==> src/rtl/decode_stage_pkg.sv <==
// Purpose : shared decode constants, ImmSrc encoding, ID/EX payload struct, immediate helper.
// Latency : n/a (types and pure functions only).
// Backpressure: n/a.
package decode_stage_pkg;

    localparam int XLEN   = 32;
    localparam int REG_AW = 5;
    localparam int NREGS  = 32;

    // Opcodes of the supported instruction subset
    localparam logic [6:0] OP_LW    = 7'b0000011;
    localparam logic [6:0] OP_SW    = 7'b0100011;
    localparam logic [6:0] OP_RTYPE = 7'b0110011;
    localparam logic [6:0] OP_IALU  = 7'b0010011;
    localparam logic [6:0] OP_BEQ   = 7'b1100011;
    localparam logic [6:0] OP_JAL   = 7'b1101111;

    // ALUControl encodings
    localparam logic [2:0] ALU_ADD = 3'b000;
    localparam logic [2:0] ALU_SUB = 3'b001;
    localparam logic [2:0] ALU_AND = 3'b010;
    localparam logic [2:0] ALU_OR  = 3'b011;
    localparam logic [2:0] ALU_SLT = 3'b101;

    // ResultSrc encodings
    localparam logic [1:0] RES_ALU = 2'b00;
    localparam logic [1:0] RES_MEM = 2'b01;
    localparam logic [1:0] RES_PC4 = 2'b10;

    typedef enum logic [1:0] {
        IMM_I = 2'b00,
        IMM_S = 2'b01,
        IMM_B = 2'b10,
        IMM_J = 2'b11
    } imm_src_e;

    // Everything the ID/EX register carries into execute
    typedef struct packed {
        logic              reg_write;
        logic [1:0]        result_src;
        logic              mem_write;
        logic              jump;
        logic              branch;
        logic [2:0]        alu_control;
        logic              alu_src;
        logic [XLEN-1:0]   rd1;
        logic [XLEN-1:0]   rd2;
        logic [XLEN-1:0]   imm_ext;
        logic [XLEN-1:0]   pc;
        logic [XLEN-1:0]   pc_plus4;
        logic [REG_AW-1:0] rs1;
        logic [REG_AW-1:0] rs2;
        logic [REG_AW-1:0] rd;
    } idex_t;

    // Sign-extend the immediate field selected by src; sign always comes from instr[31]
    function automatic logic [XLEN-1:0] imm_extend(input logic [XLEN-1:0] instr,
                                                   input imm_src_e        src);
        logic [XLEN-1:0] imm;
        case (src)
            IMM_S:   imm = {{20{instr[31]}}, instr[31:25], instr[11:7]};
            IMM_B:   imm = {{20{instr[31]}}, instr[7], instr[30:25], instr[11:8], 1'b0};
            IMM_J:   imm = {{12{instr[31]}}, instr[19:12], instr[20], instr[30:21], 1'b0};
            default: imm = {{20{instr[31]}}, instr[31:20]};
        endcase
        return imm;
    endfunction

endpackage

==> src/rtl/register_file.sv <==
// Purpose : 32x32 register file, two combinational read ports, one write port; x0 reads 0.
// Latency : reads combinational, write visible after the rising edge (or same cycle with REGFILE_BYPASS_EN).
// Backpressure: none; a write is accepted every cycle we=1 and rd_addr!=0.
// Ports   : clk, reset (async active-low, clears all entries), rs1_addr/rs2_addr -> rs1_dat/rs2_dat,
//           we/rd_addr/wr_dat write port. Optional macro: REGFILE_BYPASS_EN (write-to-read forwarding).
module register_file
    import decode_stage_pkg::*;
(
    input  logic              clk,
    input  logic              reset,
    input  logic [REG_AW-1:0] rs1_addr,
    input  logic [REG_AW-1:0] rs2_addr,
    input  logic              we,
    input  logic [REG_AW-1:0] rd_addr,
    input  logic [XLEN-1:0]   wr_dat,
    output logic [XLEN-1:0]   rs1_dat,
    output logic [XLEN-1:0]   rs2_dat
);

    logic [XLEN-1:0] mem_q [NREGS];
    logic [XLEN-1:0] mem_d [NREGS];

    always_comb begin
        for (int i = 0; i < NREGS; i++) begin
            mem_d[i] = mem_q[i];
        end
        // x0 is never written, so it stays at its reset value of 0
        if (we && (rd_addr != '0)) begin
            mem_d[rd_addr] = wr_dat;
        end
    end

    always_ff @(posedge clk or negedge reset) begin
        if (!reset) begin
            for (int i = 0; i < NREGS; i++) begin
                mem_q[i] <= '0;
            end
        end else begin
            for (int i = 0; i < NREGS; i++) begin
                mem_q[i] <= mem_d[i];
            end
        end
    end

`ifdef REGFILE_BYPASS_EN
    // Forward the in-flight writeback so a same-cycle read sees the new value
    always_comb begin
        rs1_dat = '0;
        rs2_dat = '0;
        if (rs1_addr != '0) begin
            rs1_dat = (we && (rs1_addr == rd_addr)) ? wr_dat : mem_q[rs1_addr];
        end
        if (rs2_addr != '0) begin
            rs2_dat = (we && (rs2_addr == rd_addr)) ? wr_dat : mem_q[rs2_addr];
        end
    end
`else
    // Same-cycle read returns the pre-write value; the hazard unit stalls to cover it
    always_comb begin
        rs1_dat = (rs1_addr == '0) ? '0 : mem_q[rs1_addr];
        rs2_dat = (rs2_addr == '0) ? '0 : mem_q[rs2_addr];
    end
`endif

endmodule

==> src/rtl/decode_stage.sv <==
// Purpose : RV32 decode stage - control decode, immediate extension, register file read, ID/EX register.
// Latency : 1 cycle InstrD -> E outputs; Rs1D/Rs2D are combinational.
// Backpressure: none; ID/EX loads every cycle, FlushE loads a bubble (all zeros).
// Ports   : clk, reset (async active-low); InstrD/PCD/PCPlus4D from fetch; RegWriteW/RdW/ResultW writeback;
//           FlushE; Rs1D/Rs2D to hazard unit; *E registered outputs. Optional macro: REGFILE_BYPASS_EN.
module decode_stage
    import decode_stage_pkg::*;
(
    input  logic              clk,
    input  logic              reset,
    input  logic [XLEN-1:0]   InstrD,
    input  logic [XLEN-1:0]   PCD,
    input  logic [XLEN-1:0]   PCPlus4D,
    input  logic              RegWriteW,
    input  logic [REG_AW-1:0] RdW,
    input  logic [XLEN-1:0]   ResultW,
    input  logic              FlushE,
    output logic [REG_AW-1:0] Rs1D,
    output logic [REG_AW-1:0] Rs2D,
    output logic              RegWriteE,
    output logic              MemWriteE,
    output logic              JumpE,
    output logic              BranchE,
    output logic              ALUSrcE,
    output logic [1:0]        ResultSrcE,
    output logic [2:0]        ALUControlE,
    output logic [XLEN-1:0]   RD1E,
    output logic [XLEN-1:0]   RD2E,
    output logic [XLEN-1:0]   ImmExtE,
    output logic [XLEN-1:0]   PCE,
    output logic [XLEN-1:0]   PCPlus4E,
    output logic [REG_AW-1:0] Rs1E,
    output logic [REG_AW-1:0] Rs2E,
    output logic [REG_AW-1:0] RdE
);

    logic [6:0]      opcode;
    logic [2:0]      funct3;
    logic            funct7b5;
    logic [XLEN-1:0] rd1_dat;
    logic [XLEN-1:0] rd2_dat;
    imm_src_e        imm_src;
    idex_t           ctl;
    idex_t           idex_d;
    idex_t           idex_q;

    assign opcode   = InstrD[6:0];
    assign funct3   = InstrD[14:12];
    assign funct7b5 = InstrD[30];
    assign Rs1D     = InstrD[19:15];
    assign Rs2D     = InstrD[24:20];

    register_file u_register_file (
        .clk      (clk),
        .reset    (reset),
        .rs1_addr (Rs1D),
        .rs2_addr (Rs2D),
        .we       (RegWriteW),
        .rd_addr  (RdW),
        .wr_dat   (ResultW),
        .rs1_dat  (rd1_dat),
        .rs2_dat  (rd2_dat)
    );

    // Control decode; unknown opcodes fall through as an all-zero bubble
    always_comb begin
        ctl     = '0;
        imm_src = IMM_I;
        case (opcode)
            OP_LW: begin
                ctl.reg_write  = 1'b1;
                ctl.alu_src    = 1'b1;
                ctl.result_src = RES_MEM;
            end
            OP_SW: begin
                ctl.mem_write = 1'b1;
                ctl.alu_src   = 1'b1;
                imm_src       = IMM_S;
            end
            OP_RTYPE, OP_IALU: begin
                ctl.reg_write = 1'b1;
                ctl.alu_src   = (opcode == OP_IALU);
                case (funct3)
                    // funct7b5 only means sub for R-type; for I-ALU bit 30 is immediate data
                    3'b000:  ctl.alu_control = (opcode == OP_RTYPE && funct7b5) ? ALU_SUB : ALU_ADD;
                    3'b010:  ctl.alu_control = ALU_SLT;
                    3'b110:  ctl.alu_control = ALU_OR;
                    3'b111:  ctl.alu_control = ALU_AND;
                    default: ctl.alu_control = ALU_ADD;
                endcase
            end
            OP_BEQ: begin
                ctl.branch      = 1'b1;
                ctl.alu_control = ALU_SUB;
                imm_src         = IMM_B;
            end
            OP_JAL: begin
                ctl.reg_write  = 1'b1;
                ctl.jump       = 1'b1;
                ctl.result_src = RES_PC4;
                imm_src        = IMM_J;
            end
            default: ;
        endcase
    end

    always_comb begin
        idex_d          = ctl;
        idex_d.rd1      = rd1_dat;
        idex_d.rd2      = rd2_dat;
        idex_d.imm_ext  = imm_extend(InstrD, imm_src);
        idex_d.pc       = PCD;
        idex_d.pc_plus4 = PCPlus4D;
        idex_d.rs1      = Rs1D;
        idex_d.rs2      = Rs2D;
        idex_d.rd       = InstrD[11:7];
        if (FlushE) begin
            idex_d = '0;
        end
    end

    always_ff @(posedge clk or negedge reset) begin
        if (!reset) begin
            idex_q <= '0;
        end else begin
            idex_q <= idex_d;
        end
    end

    assign RegWriteE   = idex_q.reg_write;
    assign MemWriteE   = idex_q.mem_write;
    assign JumpE       = idex_q.jump;
    assign BranchE     = idex_q.branch;
    assign ALUSrcE     = idex_q.alu_src;
    assign ResultSrcE  = idex_q.result_src;
    assign ALUControlE = idex_q.alu_control;
    assign RD1E        = idex_q.rd1;
    assign RD2E        = idex_q.rd2;
    assign ImmExtE     = idex_q.imm_ext;
    assign PCE         = idex_q.pc;
    assign PCPlus4E    = idex_q.pc_plus4;
    assign Rs1E        = idex_q.rs1;
    assign Rs2E        = idex_q.rs2;
    assign RdE         = idex_q.rd;

endmodule

==> config.mk <==
export PLATFORM = sky130hd
export DESIGN_NAME = decode_stage
export DESIGN_NICKNAME = d
export VERILOG_FILES = /design/src/rtl/decode_stage_pkg.sv /design/src/rtl/register_file.sv /design/src/rtl/decode_stage.sv
export SDC_FILE = /design/constraint.sdc
export NUM_CORES = 2
export LEC_CHECK = 0
export CORE_AREA = 2 2 333 335
export DETAILED_ROUTE_END_ITERATION = 7
export DIE_AREA = 0 0 335 337
export HOLD_SLACK_MARGIN = 0.03
export MAX_ROUTING_LAYER = met4
export PLACE_DENSITY = 0.77
export SLEW_MARGIN = 20
export SYNTH_ARGS = -nofsm -noshare
export SYNTH_HDL_FRONTEND = slang
export SYNTH_SLANG_ARGS = --single-unit
==> constraint.sdc <==
create_clock -name clk -period 1.6 [get_ports clk]
set_input_delay 0.24 -clock clk [delete_from_list [all_inputs] [get_ports clk]]
set_output_delay 0.24 -clock clk [all_outputs]
set_load 0.1 [all_outputs]
Word level (Yosys, flattened, before mapping):

Index checks and enable logic that the tools add are counted.

* memories: 0
* bits in registers: 1209
* bits in read-only memories: 0
* memory bits (writable): 0
* output and inout bits: 195
* latch bits: 0

* add/subtract/negate cells: 0
* bitwise operators: 3
* divide/modulo/power cells: 0
* magnitude comparators: 4
* shift operators: 0
* eq/ne operators: 12
* reduce and logical (&&, ||, !) cells: 10
* multipliers: 0
* mux-type cells: 23

Operators by type and width (number)
* bitwise mux 1024 bit: 1
* binary-select mux 32 bit (select 5 bit): 2
* 2-to-1 mux 32 bit: 7
* 2-to-1 mux 185 bit: 1
* demux 32 bit (select 5 bit): 1
* one-hot mux 20 bit (3 select lines): 1
* greater-or-equal comparator 6 bit (second input constant): 3
* inverter 5 -> 6 bit: 3
* == test 7 x 6 -> 1 bit (second input constant): 2
* == test 7 bit (second input constant): 2
* one-hot mux 3 bit (4 select lines): 1
* zero test 5 bit: 2
* == test 7 x 2 -> 1 bit (second input constant): 1
* == test 7 x 5 -> 1 bit (second input constant): 1
* == test 3 bit (second input constant): 2
* less-than comparator 6 x 1 -> 1 bit (second input constant): 1
* one-hot mux 2 bit (3 select lines): 1
* one-hot mux 3 bit (2 select lines): 1
* 2-to-1 mux 1 bit: 5
* nonzero test 5 bit: 1
* == test 2 bit (second input constant): 2
* one-hot mux 2 bit (2 select lines): 1
* OR reduction 2 bit: 2
* OR reduction 4 bit: 1
* other kinds (5): 7

Longest topological paths before layout:

* word-level depth: 6
* depth in mapped cells: 10
* mapped depth without buffers: 4

Hierarchy:

A second synthesis with hierarchy kept.

* cells, all modules: 3936
* area total of the unflattened synthesis: 59926.2 µm²

Modules (own cells, without submodules)
* register_file: cells an instance 3514, area an instance 54019.3 µm², times used 1, seq. area each 25624.6 µm²
* decode_stage: cells an instance 422, area an instance 5906.9 µm², times used 1, seq. area each 4329.2 µm²

Worst setup path after synthesis:

No wires, ideal clock.

* kind: in2reg
* start: input port InstrD[15]
* end: register idex_q (netlist bit RD1E[11])
* path slack: -0.292 ns
* data required time: 1.458 ns
* cell stages on the path: 7
* data arrival time: 1.749 ns
* path through: clkbuf_1 buf_2 buf_2 mux4_2 mux2i_1 o22a_1 o221ai_1

RTL lines
* from (decl): RTL line decode_stage.sv:11 `input logic [XLEN-1:0] InstrD,`
* to (signal assigned): RTL line decode_stage.sv:126 `idex_q <= idex_d;`
* to (decl): RTL line decode_stage.sv:45 `idex_t idex_q;`

==> reports/metrics.csv <==
stage;metric;value;unit
run_status;run_status;finished with violations;
run_status;violations;negative setup slack;
yosys;synth_cell_types;50;
detailed_routing;remaining_drc_errors;0;
placement;dp.cells;5908;
run;drv_cap;0;
detailed_routing;ant_nets;0;
timing;setup_violations;74;
timing;layout_setup_ws;-0.359;ns
power_and_ir_drop;power.share.clock;33.7;%
detailed_routing;drt_iter0_markers;4021;
power_and_ir_drop;pwr-share-comb;24.6;%
clock_tree;clockBufferDepth;3;
floorplanning;start_util;54.4;%
power_and_ir_drop;power_frac_seq;41.7;%
grt;track_usage;35.8;%
detailed_routing;dr.pass1.iters;5;
critical_path;path_cells;mux4_2 -> mux4_2 -> nor2b_1 -> nor4_1 -> buf_4;
min_path;holdPathStages;2;
detailed_routing;wirelength;193;mm
layout;final_common_cell;dfrtp_1;
critical_path;rr_worst_depth;5;
placement;gp_congestion;0.900;
detailed_routing;vias;41200;
floorplanning;core_area;110000;um2
timing;finalHoldViolCount;0;
critical_path;crit_slowest_cell;mux4_2;
floorplanning;die_h;337;um
power_and_ir_drop;switchingPower;27100;uW
clock_tree;cts_max_level;4;
floorplanning;top_level_ports;332;
critical_path;crit_type;reg -> reg;
grt;first_global_vias;43900;
layout;stdcell_count;6207;
timing;slew_violations;0;
timing;period_needed;1.96;ns
floorplanning;die_w;335;um
power_and_ir_drop;irDropWorstVdd;0.937;mV
timing;worst_slew_pin_slew;0.760;ns
layout;nets;4812;
timing;relSlewSlack;49.4;%
layout;final_cell_mix;dfrtp_1 (1183), mux2_2 (993), buf_4 (589), mux4_2 (476), buf_12 (361);
clock_tree;cts_root_buffer;clkbuf_16;
timing;fin_skew;0.0223;ns
yosys;syn_avg_cell_area;15.6;um2
yosys;yosys-top-cells-area;dfrtp_1 (50%), mux2_2 (19%), mux4_2 (18%);
grt;grt.overflow.total;0;
critical_path;crit_path_start_kind;flop;
clock_tree;cts_buffers;134;
critical_path;cp.required;2.24;ns
yosys;synth_warnings;0;
power_and_ir_drop;power.internal;67900;uW
floorplanning;rows;122;
yosys;async_reset_ff_share;100;%
layout;layout-drive-gt1-share;59.3;%
timing;holdWs;0.0547;ns
clock_tree;cts_tree;yes;
placement;hpwl;130;mm
min_path;hold_path.class;in -> reg;
clock_tree;clk_latency;0.76;ns
yosys;ys_ff_latch;1197;
yosys;synth_area;59600;um2
clock_tree;clk_transition_reported_paths;0.06;ns
critical_path;end_kind;flop;
timing;timing.final.crit_share;122;%
grt;grt_start_max_net_pins;91;
power_and_ir_drop;power.total;95100;uW
grt;antenna_found_initial;5;
critical_path;timing.reg2reg.setup_slack;-0.36;ns
yosys;yosysTopAreaCellShare;50.3;%
floorplanning;dieArea;113000;um2
timing;max_freq;0.510;GHz
placement;io_buffer_count;331;
critical_path;crit_path_frequent_cell;mux4_2;
detailed_routing;viasPerCell;6.64;
critical_path;arrival;2.59;ns
power_and_ir_drop;netSwitchingFraction;28.5;%
grt;grt_pass1_wl;288;mm
power_and_ir_drop;leakagePower;0.0349;uW
yosys;synthCells;3822;
clock_tree;cts_sinks;1197;
timing;grt_setup_unrepaired;yes;
layout;area_growth_syn_to_layout;31.8;%
power_and_ir_drop;power.density;1210;nW/um2
critical_path;critPathMaxStageDelay;0.54;ns
yosys;synth.net_count;3959;
yosys;synth_enable_flop_cells;0;
yosys;yosys_most_used_dff;dfrtp_1;
yosys;synth_top_cell_by_area;dfrtp_1;
detailed_routing;wl_per_cell;31.1;um
critical_path;cp_max_fo;3;
yosys;synth_seq_area_share;50.3;%
## path summary, 6_finish.rpt
check / from / to
max in group asynchronous: reset / u_register_file.mem_q[84]
min: PCD[18] / PCE[18]
min in group asynchronous: reset / u_register_file.mem_q[655]
max: u_register_file.mem_q[80] / RD2E[16]
max reg2reg: u_register_file.mem_q[80] / RD2E[16]
min reg2reg: u_register_file.mem_q[1018] / u_register_file.mem_q[1018]
## metal layers
metal	track usage [%]	vias to the layer above	wire length, um
met5	-	-	0
met1	45.5	21900	73700
met3	7.69	603	16600
met2	54.5	2247	91500
met4	18.8	0	11100
li1	-	16400	-
## kinds of logic (layout without fill, tap and decap cells)
family	Yosys count	in the layout	share of synthesized area, %
other	0	4	0
buffers and inverters	439	1394	3.59
AO/OA/AOI/OAI	248	248	3.20
multiplexers	1705	1705	40.7
flip-flops	1197	1197	50.3
AND/OR/NAND/NOR	233	233	2.21
## state kept, by name, indices dropped and copies added, names as in the netlist
name / cells
Rs2E: 5
PCE: 32
u_register_file.mem_q: 1024
ALUSrcE: 1
RdE: 5
Rs1E: 5
MemWriteE: 1
BranchE: 1
RD1E: 32
ResultSrcE: 1
RD2E: 32
JumpE: 1
ALUControlE: 3
PCPlus4E: 32
ImmExtE: 21
RegWriteE: 1
## cell type report
cell class,instances,area (um2)
diodes,4,10.0
clock buffers,198,4030
clock inverters,40,543
fillers,6637,31100
inverters,3,11.3
multi-input cells,2186,28400
flip-flops and latches,1197,30000
well taps,1426,1780
repair buffers,1153,13800
## critical path: cells and delay by family (launching register included)
family,cells,cell delay (ns)
mux,2,1.01
simple gates,2,0.25
flops,1,0.40
buf+inv,1,0.19
## per-stage QoR
step | setup slack, ns | instance area, um2 | utilization, % | TNS, ns
finish | -0.359 | 78500 | 71.6 | -5.67
global route | -0.385 | 78500 | 71.6 | -7.61
CTS | -0.336 | 78200 | 71.4 | -7.03
detailed placement | -0.852 | 72600 | 66.2 | -702.64
global placement | -0.844 | 72600 | 66.2 | -671.37
floorplan | -0.159 | 60100 | - | -4.61
## power by group through the flow
stage	Clock (uW)	Combinational, uW	Sequential [uW]
2_1_floorplan	0	12000	40800
3_3_place_gp	0	21700	39400
3_5_place_dp	0	22300	39800
4_1_cts	32300	23100	39400
5_1_grt	33600	24600	40100
6_report	32100	23400	39600
## cells in the mapped netlist, types with 6 or more instances
cell type	n
a22o_1	34
mux2_2	993
a21oi_1	18
o22ai_1	16
nor2b_1	105
buf_1	53
o221ai_1	32
buf_6	15
mux4_2	476
clkbuf_1	222
nor2_1	31
nor3_1	6
a211o_1	8
a221oi_1	9
a2111oi_0	8
o21ai_0	9
dfrtp_1	1197
nand3_1	19
or2_2	9
mux2i_1	236
a31oi_1	23
nand2_1	26
o22a_1	32
buf_2	99
buf_4	39
nor4_1	8
a22oi_1	51
## repair_timing
action                                 in CTS  in global routing
setup endpoints to repair                 326                141
cloned                                      1                  0
setup buffers                              17                  6
hold buffers                               46                  0
gates resized for setup                   107                 54
endpoints found under the hold margin    1245                  0
pin swaps                                  30                 19
(Power assumes the default switching activity.)
